===== src/rtl/t_counter_using_d.sv =====
// Multi-bit T register / synchronous up-down counter built only from D flops.
// Each bit stores q ^ toggle; the toggle vector comes from the t port or a carry chain.

module t_counter_tcell (
  input  logic clk_i,
  input  logic cr_i,
  input  logic pr_i,
  input  logic load_i,
  input  logic d_i,
  input  logic tgl_i,
  output logic q_o
);
  logic q_q, q_d;

  always_comb begin
    q_d = q_q ^ tgl_i;
    if (cr_i)        q_d = 1'b0;
    else if (pr_i)   q_d = 1'b1;
    else if (load_i) q_d = d_i;
  end

  always_ff @(posedge clk_i) q_q <= q_d;

  assign q_o = q_q;
endmodule

module t_counter_using_d #(
  parameter int W = 4
) (
  input  logic         clk_i,
  input  logic         cr_i,
  input  logic         pr_i,
  input  logic         en_i,
  input  logic         mode_i,
  input  logic         up_i,
  input  logic [W-1:0] t_i,
  input  logic         load_i,
  input  logic [W-1:0] d_i,
  output logic [W-1:0] q_o,
  output logic [W-1:0] q_bar_o,
  output logic         tc_o,
  output logic         wrap_o
);
  logic [W-1:0] q, carry, tgl;
  logic         wrap_q, wrap_d;

  // carry[i]: all lower bits are 1 (up) or all 0 (down)
  assign carry[0] = 1'b1;
  for (genvar i = 1; i < W; i++) begin : g_carry
    assign carry[i] = carry[i-1] & (up_i ? q[i-1] : ~q[i-1]);
  end

  assign tgl = !en_i ? '0 : (mode_i ? carry : t_i);

  for (genvar i = 0; i < W; i++) begin : g_cell
    t_counter_tcell u_cell (
      .clk_i  (clk_i),
      .cr_i   (cr_i),
      .pr_i   (pr_i),
      .load_i (load_i),
      .d_i    (d_i[i]),
      .tgl_i  (tgl[i]),
      .q_o    (q[i])
    );
  end

  assign tc_o = mode_i & en_i & (up_i ? (&q) : ~(|q));

  // tc already implies a count step; any clear/preset/load overrides it
  assign wrap_d = tc_o & ~cr_i & ~pr_i & ~load_i;

  always_ff @(posedge clk_i) begin
    if (cr_i) wrap_q <= 1'b0;
    else      wrap_q <= wrap_d;
  end

  assign q_o     = q;
  assign q_bar_o = ~q;
  assign wrap_o  = wrap_q;
endmodule

===== config.mk =====
export PLATFORM = sky130hd
export DESIGN_NAME = t_counter_using_d
export DESIGN_NICKNAME = d
export VERILOG_FILES = /design/src/rtl/t_counter_using_d.sv
export SDC_FILE = /design/constraint.sdc
export NUM_CORES = 1
export LEC_CHECK = 0
export CAP_MARGIN = 10
export CORE_AREA = 2 2 39 41
export CTS_CLUSTER_DIAMETER = 50
export CTS_CLUSTER_SIZE = 12
export DETAILED_ROUTE_END_ITERATION = 10
export DIE_AREA = 0 0 41 43
export GPL_TIMING_DRIVEN = 0
export PLACE_DENSITY = 0.66
export SYNTH_ARGS = -nofsm -noshare
export SYNTH_HDL_FRONTEND = slang
export SYNTH_HIERARCHICAL = 1
export SYNTH_SLANG_ARGS = --single-unit

===== constraint.sdc =====
create_clock -name clk_i -period 1.55 [get_ports clk_i]
set_input_delay 0.3875 -clock clk_i [delete_from_list [all_inputs] [get_ports clk_i]]
set_output_delay 0.3875 -clock clk_i [all_outputs]
set_load 0.01 [all_outputs]

# Yosys cells after proc, flatten, opt, wreduce, memory -nomap -nowiden
# Cells that the tools add are included.
word_totals:
  out_inout_bits: 10
  ff_bits: 5
  in_bits: 15
op_classes:
  muxes: 14
  bitwise: 19
  reduce_logical: 2
ops:
  columns: ["cell", "n"]
  rows:
  - ["1-bit two-way mux", 12]
  - ["4-bit two-way mux", 2]
  - ["1-bit AND", 7]
  - ["1-bit NOT", 7]
  - ["4-bit NOT", 1]
  - ["4-bit AND reduction", 1]
  - ["4-bit OR reduction", 1]
  - ["1-bit XOR", 4]

# Longest topological paths before layout
logic_depth:
  word_depth: 9
  ltp_mapped: 5
  ltp_nobuf: 5

# Hierarchy
# The synthesis kept the hierarchy.
by_module_without_submodules:
  columns: ["module", "area_per_inst_um2", "cells_each", "seq_area_each_um2", "n_inst"]
  rows:
  - ["t_counter_tcell", 51.3, 5, 20.0, 4]
  - ["t_counter_using_d", 148.9, 22, 20.0, 1]

# Worst setup path before layout
# OpenSTA, ideal clock, no wires.
synth_path:
  kind: "input to output"
  from: "in up_i"
  to: "out tc_o"
  stages: 3
  t_arrival_ps: 1374
  required_ps: 1162
  slack_ps: -211
  path_buffers: 0
  path_cell_list: "or4_1 -> mux2_2 -> nor2_1"
synth_via:
  elab_chain_len: 2
synth_lines:
  columns: ["element", "line", "rtl"]
  rows:
  - ["start: declaration", "35", "input logic up_i,"]
  - ["1-bit two-way mux", "67", "assign tc_o = mode_i & en_i & (up_i ? (&q) : ~(|q));"]
  - ["1-bit AND", "67", null]
  - ["end: declaration", "41", "output logic tc_o,"]
# Every way passes these cells.

# Final worst setup path
layout_path:
  from: "reg g_cell[2].u_cell.q_q"
  to: "out tc_o"
layout_via:
  elab_chain_len: 4
  word_cells_on_any_way: 5
  classes_between: "mux: 1; bitwise: 2; reduce/logical: 2"
layout_lines:
  columns: ["element", "line", "rtl"]
  rows:
  - ["start: declaration", "13", "logic q_q, q_d;"]
  - ["start signal: assignment", "22", "always_ff @(posedge clk_i) q_q <= q_d;"]
  - ["4-bit OR reduction", "67", null]
  - ["1-bit NOT", "67", null]
  - ["1-bit two-way mux *", "67", null]
  - ["1-bit AND *", "67", null]
# Mark *: on every way between the ends. The rest lies on a longest branch, timed or not.

==> results.ini <==
[worst_setup_path]
reg2regPathDepth=5
crit_type=flip-flop to output pin
reg2reg_from=g_cell[1].u_cell/q_o
rr_endpoint=g_cell[2].u_cell/q_o
cp.required_ns=1.16
crit_end=tc_o
reg2reg_setup_slack_ns=-0.08
critPathLaunch=g_cell[2].u_cell/q_o
critical_path_peak_fanout=2
arrival_ns=1.58
worstSetupEndpointType=output pin
startpoint_type=flip-flop

[global_route]
grt-ovfl-total=0
antenna_found_initial=0
grt_start_max_net_pins=10
groute.usage.overall=0.116
grt_pass1_wl_um=1350
grt_pass1_vias=350

[synth]
synth_most_common_cell=nor2_1
synth_common_cells=9 x nor2_1, 5 x dfxtp_1, 5 x xnor2_1
ys_seq_elements=5
synth_warnings=6
synth.cell_area_um2=354
netlist_top_cells_area=dfxtp_1 28%, a221oi_2 17%, xnor2_1 12%, nor2_1 9.5%, inv_1 4.2%
synthArstFlopShare=0
yosysSeqAreaShare=0.283
ys_types=17
synth_edf_count=0
postSynthCellCount=42
dominantRegCellSynth=dfxtp_1
yosysTopAreaCellShare=0.283
synth_nets=57
syn_area_per_cell_um2=8.43
yosysTopAreaCell=dfxtp_1

[drt]
wirelength_um=888
wire_per_inst_um=9.98
vias=412
dr_wl_met3_um=81
highest_layer=met3
met1_length_um=400
dr.pass1.iters=3
drt_iter0_markers=1
vias_per_cell=4.63
wl_met2_um=405
drtAntennaViolNets=0
drc=0

[floorplan]
start_util=0.256
ioPinCount=25
die_y_um=43
rows=14
core-area_um2=1380
die_x_um=41
die_area_um2=1760

[sta]
fin_crit_sh=1.27
setup_violations=4
period_needed_ns=1.96
whs_ns=0.670
rsz0062_at_grt=yes
fmaxAchievable_mhz=509
worstMarginPinSlew_ns=0.373
maxSlewHeadroom=0.750
layout_setup_ws_ns=-0.414
drv_slew=0
fin_skew_ns=0.00280
finalHoldViolations=0
fin_tns_setup_ns=-0.538

[clocking]
cts_tree=built
path_clk_slew_ns=0.04
cts.path.max_buffers=2
cts_sinks=5
ctsHoldBuffers=0
h-tree-depth=1
clockRootBuffer=clkbuf_4
clk-insertion-delay-late_ns=0.24
cts_buffers=3

[finish]
insertedDiodeCount=0
fillers=134
finalCoreUtilization=0.492
syn_to_final_growth_pct=92.2
final_nets=89
drive_gt1_frac=0.274

[status]
status=finished with violations
violations=negative setup slack

[placed_design]
port_buffers=24
routabilityCongestion=0.674
hpwlAfterDp_um=719

[worst_hold_path]
min_path_type=flip-flop to flip-flop

[pwr]
leakage_nw=0.268
vdd_drop_max_v=0.000427
powerDensity_nw_per_um2=672

[job]
drv_cap=0

-- registers in the layout (all words and copies together) (netlist names) --
register,count
wrap_o,1
g_cell.u_cell/q_o,4
-- cell usage in the layout (no fill, tap or decap), drive strengths merged --
cell and instances:
clkdlybuf4s50 15, nor2 10, dlygate4sd2 7, xnor2 5, dfxtp 5, inv 4
a221oi 4, clkbuf 4, buf 4, o21ai 2, a31oi 2, or4 2
or3 1, nand3 1, mux2i 1, nor2b 1, o21a 1, nand4 1
nand2 1, mux2 1, clkdlybuf4s15 1
-- repair_timing --
action | in CTS | in global routing
hold endpoints to repair | 0 | 0
pin swaps | 1 | 0
cloned | 0 | 0
endpoints found under the setup margin | 10 | 5
resized for setup | 18 | 0
buffers inserted | 3 | 0
-- critical path, stage by stage, from the launching register on --
cell and delay [ns]:
dfxtp_4 0.33, or4_4 0.53, mux2_4 0.30, nor2_4 0.08
buf_6 0.10
-- stage by stage --
stage	power [mW]	std cells	instance area (um2)	setup slack [ns]
finish	0.458	89	681	-0.414
detailed placement	0.317	82	632	-1.16
global placement	0.316	82	632	-1.17
floorplan	0.225	42	372	-0.125
global route	0.494	89	681	-0.483
CTS	0.467	89	681	-0.428
-- cell families (layout without fill, tap and decap cells) --
| group | count (synthesis) | count (layout) | share of synthesized area |
|---|---|---|---|
| and+or+nand+nor | 17 | 17 | 0.237 |
| AOI/OAI and AO/OA | 9 | 9 | 0.254 |
| xor gates and xnor gates | 5 | 5 | 0.124 |
| buffers and inverters | 4 | 35 | 0.0424 |
| DFF | 5 | 5 | 0.283 |
| muxes | 2 | 2 | 0.0601 |
-- power by group --
group / switching, mW / total [mW] / internal [mW] / leakage (nW)
Clock: 0.0494 / 0.147 / 0.0971 / 0.0150
Sequential: 0.0103 / 0.149 / 0.139 / 0.0427
Combinational: 0.0679 / 0.162 / 0.0940 / 0.210
-- layer usage --
| metal | global-route usage | vias to the layer above |
|---|---|---|
| li1 | - | 215 |
| met3 | 0.0524 | 0 |
| met5 | 0 | - |
| met1 | 0.138 | 178 |
| met4 | 0.0800 | 0 |
| met2 | 0.159 | 19 |
-- worst min-delay path by stage --
stage / start / endpoint / slack, ns / depth (start not counted)
global placement: g_cell[2].u_cell/q_o / g_cell[2].u_cell/q_o / 0.61 / 2
CTS: g_cell[0].u_cell/q_o / g_cell[0].u_cell/q_o / 0.67 / 2
floorplan: cr_i / g_cell[1].u_cell/q_o / 0.45 / 1
finish: g_cell[0].u_cell/q_o / g_cell[0].u_cell/q_o / 0.67 / 2
detailed placement: g_cell[2].u_cell/q_o / g_cell[2].u_cell/q_o / 0.61 / 2
global route: g_cell[3].u_cell/q_o / g_cell[3].u_cell/q_o / 0.71 / 2
-- area by class of cell --
class	instances	area [um2]	area share
repair buffers	27	256	0.377
multi-input cells	33	254	0.373
flip-flops and latches	5	109	0.160
clock buffers	4	26.3	0.0386
well taps	16	20.0	0.0294
inverters	4	15.0	0.0221
Power figures use the tool's default switching activity.
